`config.mk`:
```
export PLATFORM = sky130hd
export DESIGN_NAME = divider_seq_flat
export DESIGN_NICKNAME = d
export VERILOG_FILES = /design/src/rtl/divider_seq_if.sv /design/src/rtl/divider_seq.sv /design/src/flat_wrapper.sv
export SDC_FILE = /design/constraint.sdc
export NUM_CORES = 1
export LEC_CHECK = 0
export ABC_AREA = 1
export CORE_MARGIN = 5
export CORE_UTILIZATION = 42
export CTS_CLUSTER_SIZE = 12
export DETAILED_ROUTE_END_ITERATION = 16
export PLACE_DENSITY = 0.6
export SLEW_MARGIN = 20
export SYNTH_ARGS = -nofsm -noshare
export SYNTH_HDL_FRONTEND = slang
export SYNTH_SLANG_ARGS = --single-unit
```
`constraint.sdc`:
```
create_clock -name clk -period 5.2 [get_ports clk]
set_input_delay 1.04 -clock clk [delete_from_list [all_inputs] [get_ports clk]]
set_output_delay 1.04 -clock clk [all_outputs]
set_load 0.05 [all_outputs]
```
`src/rtl/divider_seq_if.sv`:
```
// Handshake and result bundle for the sequential divider.
interface divider_seq_if;
  logic        start;
  logic [5:0]  Signal;
  logic [31:0] dataA;
  logic [31:0] dataB;
  logic [31:0] quotient;
  logic [31:0] remainder;
  logic        busy;
  logic        done;
  logic        divZero;

  modport master (output start, Signal, dataA, dataB,
                  input  quotient, remainder, busy, done, divZero);
  modport slave  (input  start, Signal, dataA, dataB,
                  output quotient, remainder, busy, done, divZero);
endinterface

```
`src/rtl/divider_seq.sv`:
```
// Sequential 32-bit restoring divider (signed/unsigned), one quotient bit per cycle.
// Divide-by-zero short-circuits straight to FIN with all-ones quotient.
module divider_seq #(
  parameter logic [5:0] DIVU = 6'b011011,
  parameter logic [5:0] DIV  = 6'b011010
) (
  input logic          clk,
  input logic          rst_n,
  divider_seq_if.slave bus
);
  localparam logic [1:0] IDLE = 2'd0;
  localparam logic [1:0] RUN  = 2'd1;
  localparam logic [1:0] FIN  = 2'd2;

  logic [1:0]  state_q, state_d;
  logic [5:0]  cnt_q, cnt_d;
  logic [31:0] pr_q, pr_d;     // partial remainder
  logic [31:0] dvd_q, dvd_d;   // dividend shifting out, quotient shifting in
  logic [31:0] dvs_q, dvs_d;   // divisor magnitude
  logic        negq_q, negq_d, negr_q, negr_d;
  logic [31:0] quo_q, quo_d, rem_q, rem_d;
  logic        dz_q, dz_d;

  logic        op_ok, is_s, ge;
  logic [32:0] trial;
  logic [31:0] diff;

  always_comb begin
    state_d = state_q;
    cnt_d   = cnt_q;
    pr_d    = pr_q;
    dvd_d   = dvd_q;
    dvs_d   = dvs_q;
    negq_d  = negq_q;
    negr_d  = negr_q;
    quo_d   = quo_q;
    rem_d   = rem_q;
    dz_d    = dz_q;

    op_ok = bus.start && (bus.Signal == DIVU || bus.Signal == DIV);
    is_s  = (bus.Signal == DIV);
    trial = {pr_q, dvd_q[31]};
    ge    = (trial >= {1'b0, dvs_q});
    // When ge holds the difference is below 2^32, so 32-bit wraparound is exact.
    diff  = trial[31:0] - dvs_q;

    case (state_q)
      IDLE: begin
        if (op_ok) begin
          if (bus.dataB == 32'd0) begin
            state_d = FIN;
            quo_d   = 32'hFFFF_FFFF;
            rem_d   = bus.dataA;
            dz_d    = 1'b1;
          end else begin
            state_d = RUN;
            cnt_d   = 6'd0;
            pr_d    = 32'd0;
            dvd_d   = (is_s && bus.dataA[31]) ? -bus.dataA : bus.dataA;
            dvs_d   = (is_s && bus.dataB[31]) ? -bus.dataB : bus.dataB;
            negq_d  = is_s && (bus.dataA[31] ^ bus.dataB[31]);
            negr_d  = is_s && bus.dataA[31];
          end
        end
      end
      RUN: begin
        pr_d  = ge ? diff : trial[31:0];
        dvd_d = {dvd_q[30:0], ge};
        cnt_d = cnt_q + 6'd1;
        if (cnt_q == 6'd31) begin
          state_d = FIN;
          quo_d   = negq_q ? -dvd_d : dvd_d;
          rem_d   = negr_q ? -pr_d  : pr_d;
          dz_d    = 1'b0;
        end
      end
      FIN:     state_d = IDLE;
      default: state_d = IDLE;
    endcase
  end

  always_ff @(posedge clk or negedge rst_n) begin
    if (!rst_n) begin
      state_q <= IDLE;
      cnt_q   <= 6'd0;
      pr_q    <= 32'd0;
      dvd_q   <= 32'd0;
      dvs_q   <= 32'd0;
      negq_q  <= 1'b0;
      negr_q  <= 1'b0;
      quo_q   <= 32'd0;
      rem_q   <= 32'd0;
      dz_q    <= 1'b0;
    end else begin
      state_q <= state_d;
      cnt_q   <= cnt_d;
      pr_q    <= pr_d;
      dvd_q   <= dvd_d;
      dvs_q   <= dvs_d;
      negq_q  <= negq_d;
      negr_q  <= negr_d;
      quo_q   <= quo_d;
      rem_q   <= rem_d;
      dz_q    <= dz_d;
    end
  end

  assign bus.quotient  = quo_q;
  assign bus.remainder = rem_q;
  assign bus.divZero   = dz_q;
  assign bus.busy      = (state_q != IDLE);
  assign bus.done      = (state_q == FIN);
endmodule

```
`src/flat_wrapper.sv`:
```
// flat-port wrapper written by rule: the top's interface ports become plain ports
module divider_seq_flat 
#(
  parameter logic [5:0] DIVU = 6'b011011,
  parameter logic [5:0] DIV  = 6'b011010
)
  (clk, rst_n, bus_start, bus_Signal, bus_dataA, bus_dataB, bus_quotient, bus_remainder, bus_busy, bus_done, bus_divZero);
  divider_seq_if bus_i ();
  input logic clk;
  input logic rst_n;
  input wire logic [$bits(bus_i.start)-1:0] bus_start;
  input wire logic [$bits(bus_i.Signal)-1:0] bus_Signal;
  input wire logic [$bits(bus_i.dataA)-1:0] bus_dataA;
  input wire logic [$bits(bus_i.dataB)-1:0] bus_dataB;
  output wire logic [$bits(bus_i.quotient)-1:0] bus_quotient;
  output wire logic [$bits(bus_i.remainder)-1:0] bus_remainder;
  output wire logic [$bits(bus_i.busy)-1:0] bus_busy;
  output wire logic [$bits(bus_i.done)-1:0] bus_done;
  output wire logic [$bits(bus_i.divZero)-1:0] bus_divZero;
  assign bus_i.start = bus_start;
  assign bus_i.Signal = bus_Signal;
  assign bus_i.dataA = bus_dataA;
  assign bus_i.dataB = bus_dataB;
  assign bus_quotient = bus_i.quotient;
  assign bus_remainder = bus_i.remainder;
  assign bus_busy = bus_i.busy;
  assign bus_done = bus_i.done;
  assign bus_divZero = bus_i.divZero;
  divider_seq #(.DIVU(DIVU), .DIV(DIV)) u_core (.clk(clk), .rst_n(rst_n), .bus(bus_i));
endmodule
```
==> results.yml, run 1 <==
worst_setup_path:
  critPathLaunch: "u_core.pr_q[6]"
  worstPathArrival_ps: 4850
  crit_required_ps: 5530
  endpoint: "u_core.bus.quotient[24]"
  critPathCaptureType: "flip-flop"
  cp_max_fo: 22
  reg2reg_slack_ps: 680
  cp-start-kind: "flip-flop"
  reg2reg_to: "u_core.bus.quotient[24]"
  reg2reg_depth: 24
  r2r_start: "u_core.pr_q[6]"
  crit_type: "reg -> reg"
global_route:
  grt_max_degree: 108
  grt_first_pass_wirelength_microns: 75000
  antenna_found_initial: 0
  busiest_layer: "met2"
  grt_overflow: 0
  met3_usage_pct: 5.46
  grt_use_total_pct: 26.8
  use_met2_pct: 40.2
  grt_pass1_vias: 13248
  met1_usage_pct: 39.6
sta:
  tightest_slew_ps: 1100
  min_period_ps: 4520
  fin_crit_sh_pct: 87.0
  hold_violations: 0
  skew_ps: 13.9
  slew_headroom_pct: 26.8
  fin_tns_setup_ps: 0
  fmax_ghz: 0.221
  setup_viol: 0
  rsz0062_at_grt: "false"
  drv_slew: 0
cts:
  post_cts_buffers: 0
  cts.reportedPaths.clkPinSlew_ps: 70
  ctsHoldBuffers: 0
  cts_resized: 0
  clk_latency_ps: 460
  cts_buffers: 17
  clock_sinks: 171
  ctsLongestPathBuffers: 2
  ctsHtreeMaxLevel: 4
  cts-root-buf: "clkbuf_16"
  cts_tree: "done"
final_layout:
  n_antenna_cell: 0
  area_growth_pct: 17.2
  drive_above_1_share_pct: 6.35
  final_common_cell: "nand2_1"
  nets: 2271
  stdcell_count: 2574
  mostFrequentLayoutCells: "594 x nand2_1, 303 x inv_1, 183 x nor2_1"
floorplan:
  die_height_microns: 188
  dieWidth_microns: 188
  design.core.area_sq_um: 31500
  row_count: 65
  ioPinCount: 140
  dieArea_sq_um: 35400
  start_util_pct: 42.4
routing:
  antenna_left: 0
  drc: 0
  vias_per_cell: 5.39
  drtPass1Iterations: 8
  drtIter0Drc: 1377
  drt_wl_total_microns: 47700
  vias: 13882
  routedWlPerCell_microns: 18.5
yosys:
  syn_avg_cell_area_sq_um: 6.49
  synth_seq_cells: 171
  synth_cell_type_count: 55
  synth_flop_cell: "dfrtp_1"
  seq_area_frac_synth_pct: 32.1
  synth_area_sq_um: 13300
  synth_edf_count: 0
  yosysWarningCount: 0
  synthCells: 2055
  synth_fp_nets: 2166
  postSynth.asyncResetShare_pct: 100
power:
  total_leakage_power_nw: 7.65
  peakVddDrop_uv: 416
  power_density_nw_per_um2: 757
job:
  drv_cap: 0
placed_design:
  port-buffer-count: 139
  dp_hpwl_microns: 37100
  post-place-cells: 2543
  routabilityCongestion: 0.963
status:
  run_status: "finished, final reports clean"
min_path:
  hp-class: "reg -> reg"
  whs_path_depth: 2
stage by stage:
stage	setup slack, ps	power, mW	util (%)	cell area, sq um	hold slack [ps]
global route	200	12.8	49.7	15600	495
global placement	857	10.5	47.9	15100	465
finish	677	11.8	49.7	15600	478
detailed placement	805	10.5	47.9	15100	465
CTS	756	11.8	49.7	15600	483
floorplan	1670	8.11	-	13300	453
routing by layer:
metal  vias up  routed length (microns)
li1       6822                        -
met5         -                        0
met3        51                     3460
met4         0                      962
met2       450                    20500
met1      6559                    22800
how the worst min path moves through the flow:
stage,start,to
3_5_place_dp,u_core.bus.quotient[11],u_core.bus.quotient[11]
2_1_floorplan,u_core.dvs_q[10],u_core.dvs_q[10]
6_report,u_core.bus.remainder[15],u_core.bus.remainder[15]
3_3_place_gp,u_core.bus.remainder[12],u_core.bus.remainder[12]
4_1_cts,u_core.bus.remainder[2],u_core.bus.remainder[2]
5_1_grt,u_core.bus.remainder[17],u_core.bus.remainder[17]
state kept, by name, indices dropped and copies added (netlist names):
register	count
u_core.bus.divZero	1
u_core.bus.quotient	32
u_core.bus.remainder	32
u_core.cnt_q	6
u_core.dvd_q	32
u_core.dvs_q	32
u_core.negq_q	1
u_core.negr_q	1
u_core.pr_q	32
u_core.state_q	2
cell usage after synthesis (6+ instances only):
cell type | number | area [sq um]
a21oi_1 | 66 | 330
a22oi_1 | 7 | 52.6
a31oi_1 | 21 | 131
buf_1 | 8 | 30.0
buf_2 | 9 | 45.0
clkbuf_1 | 48 | 180
dfrtp_1 | 171 | 4280
ha_1 | 37 | 463
inv_1 | 303 | 1140
inv_2 | 15 | 56.3
nand2_1 | 594 | 2230
nand2_2 | 18 | 113
nand3_1 | 136 | 681
nand3_2 | 6 | 60.1
nand4_1 | 28 | 175
nor2_1 | 185 | 694
nor2_2 | 13 | 81.3
nor3_1 | 35 | 175
nor4_1 | 14 | 87.6
o211ai_1 | 13 | 97.6
o21ai_0 | 152 | 761
o21ai_1 | 16 | 80.1
o221ai_1 | 13 | 114
o22ai_1 | 13 | 81.3
o31ai_1 | 15 | 113
or2_2 | 8 | 50.1
xnor2_1 | 20 | 175
xor2_1 | 34 | 298
critical path, stage by stage, from the launching register on:
cell	delay (ps)
dfrtp_1	420
ha_1	360
nand2_1	140
inv_1	50
nand2_1	60
nand2_1	60
inv_1	70
nand3_2	130
nand2_2	100
nand2_2	70
nand2_4	260
nand2_8	60
inv_2	140
ha_1	190
inv_1	60
nor3_1	240
nand3_1	170
nor3_1	340
nand3_1	210
nor4_2	450
nand2_1	200
o21ai_0	250
o21ai_0	110
a21oi_1	150
o21ai_0	80
cells by family after synthesis:
kind of cell | share of synthesized area, %
compound gates | 14.3
xor+xnor | 3.55
fa+ha+maj | 3.62
buf+inv | 11.5
flops | 32.1
mux | 0.0844
simple gates | 34.9
power breakdown:
group / internal (mW) / switching, mW
Sequential: 1.93 / 0.475
Clock: 0.694 / 0.585
Combinational: 2.40 / 5.75
final cells by class:
cell class	count	area [sq um]
fillers	3222	15800
multi-input cells	1494	7540
flip-flops and latches	171	4280
repair buffers	158	1550
inverters	318	1190
well taps	402	503
clock buffers	21	470
clock inverters	10	92.6
Note: power is estimated with default switching activity, not from simulation.
==> run 2: changes to the inputs <==
- SKIP_CTS_REPAIR_TIMING: unset -> 1
==> results of run 2 <==
The final DEF is identical to that of run 1; final timing and power are the same.
==> run 3: changes to the inputs <==
- clock period: 5.2 -> 4.6 ns (I/O delays scaled with it)
==> results.yml, run 3 (same netlist as run 1, synthesis figures left out) <==
routing:
  vias_per_cell: 5.46
  drtPass1Iterations: 5
  vias: 14070
  drt_wl_total_microns: 48200
  antenna_left: 0
  routedWlPerCell_microns: 18.7
  drtIter0Drc: 1346
  drc: 0
final_layout:
  area_growth_pct: 18.0
  nets: 2275
  final_core_utilization_pct: 50.0
  final_common_cell: "nand2_1"
  n_antenna_cell: 0
  drive_above_1_share_pct: 6.57
  mostFrequentLayoutCells: "594 x nand2_1, 303 x inv_1, 183 x nor2_1"
  finalInstanceArea_sq_um: 15700
  stdcell_count: 2579
  fillers: 3223
placed_design:
  routabilityCongestion: 0.955
  post-place-cells: 2547
  port-buffer-count: 139
  dp_hpwl_microns: 37300
  dpl-instance-area_sq_um: 15100
floorplan:
  dieArea_sq_um: 35400
  die_height_microns: 188
  ioPinCount: 140
  row_count: 65
  start_util_pct: 42.4
  design.core.area_sq_um: 31500
  dieWidth_microns: 188
sta:
  min_period_ps: 4090
  drv_slew: 0
  skew_ps: 15.6
  slew_headroom_pct: 28.4
  setup_viol: 0
  rsz0062_at_grt: "false"
  fin_crit_sh_pct: 89.0
  fmax_ghz: 0.244
  tightest_slew_ps: 1070
  hold_violations: 0
  fin_hold_ws_ps: 480
  fin_tns_setup_ps: 0
cts:
  cts_buffers: 17
  ctsHtreeMaxLevel: 4
  cts.reportedPaths.clkPinSlew_ps: 70
  ctsLongestPathBuffers: 2
  clk_latency_ps: 470
  clock_sinks: 171
  cts_tree: "done"
  cts-root-buf: "clkbuf_16"
power:
  pwr-share-clk_pct: 12.0
  intPower_mw: 5.84
  power_frac_seq_pct: 20.0
  power_density_nw_per_um2: 866
  netSwitchingFraction_pct: 57.2
  switchingPower_mw: 7.79
  pwr-share-comb_pct: 68.0
  peakVddDrop_uv: 495
  total_leakage_power_nw: 7.71
min_path:
  whs_path_depth: 2
  min_to: "u_core.bus.remainder[20]"
  hp-class: "reg -> reg"
  worstHoldStart: "u_core.bus.remainder[20]"
job:
  drv_cap: 0
global_route:
  use_met2_pct: 40.4
  grt_first_pass_wirelength_microns: 75000
  busiest_layer: "met2"
  grt_use_total_pct: 26.9
  met3_usage_pct: 5.21
  grt_max_degree: 76
  antenna_found_initial: 0
  grt_overflow: 0
  grt_pass1_vias: 13100
  met1_usage_pct: 40.2
status:
  run_status: "finished, final reports clean"
worst_setup_path:
  critPathCaptureType: "flip-flop"
  cp-start-kind: "flip-flop"
  worstPathArrival_ps: 4440
  reg2reg_depth: 24
  crit_type: "reg -> reg"
  reg2reg_to: "u_core.bus.quotient[28]"
  reg2reg_slack_ps: 510
  crit_required_ps: 4940
  cp_max_fo: 4
  r2r_start: "u_core.dvs_q[7]"
run 3: changes by cell type in the layout (fill, tap and decap cells not counted):
cell,delta
clkbuf_8,-3
buf_4,+4
bufinv_16,+3
nor4_2,-1
nor4_4,+1
inv_6,+3
clkinvlp_4,-2
clkinv_2,-2
inv_8,+2
run 3: power by group through the flow:
stage          registers (mW)  logic, mW  clock network [mW]
2_1_floorplan            3.48       5.69                   0
6_report                 2.72       9.27                1.64
3_3_place_gp             2.73       9.10                   0
5_1_grt                  2.80       10.2                1.71
3_5_place_dp             2.73       9.13                   0
4_1_cts                  2.72       9.18                1.66
run 3: how the worst max path moves through the flow:
stage                         start                 endpoint
finish              u_core.dvs_q[7]  u_core.bus.quotient[28]
global route        u_core.dvs_q[7]  u_core.bus.quotient[24]
CTS                 u_core.dvs_q[7]  u_core.bus.quotient[28]
detailed placement     bus_dataB[0]  u_core.bus.remainder[1]
global placement       bus_dataB[0]  u_core.bus.remainder[1]
floorplan            u_core.pr_q[7]  u_core.bus.quotient[28]
run 3: worst max-delay path: stages (launching register included):
cell and delay [ps]:
dfrtp_1 360, inv_1 140, ha_1 310, nand2_1 130, inv_1 50, nand2_1 60
nand2_1 70, inv_1 70, nand3_2 140, nand2_2 100, nand2_2 80, nand2_4 100
nand2_8 50, inv_2 60, ha_1 140, inv_1 50, nor3_1 220, nand3_1 170
nor3_1 290, nand3_1 260, nor4_4 330, nand2_1 170, o31ai_1 260, nor3b_1 250
o21ai_1 90
run 3: metrics by stage:
stage / worst slack, ps / power (mW)
final: 507 / 13.6
after global routing: 84.0 / 14.7
after CTS: 507 / 13.6
after detailed placement: 393 / 11.9
after global placement: 418 / 11.8
after floorplan: 1070 / 9.16
run 3: area by class of cell:
cell class,count,area (sq um),area share [%]
multi-input cells,1494,7550,48.0
flip-flops and latches,171,4280,27.2
repair buffers,162,1580,10.0
inverters,318,1190,7.59
well taps,402,503,3.20
clock buffers,18,429,2.73
clock inverters,14,206,1.31
run 3: routing by layer:
metal | share of wire, % | vias up
met1 | 47 | 6641
met3 | 7.5 | 57
met5 | 0 | -
met4 | 1.7 | 0
li1 | - | 6823
met2 | 43 | 549
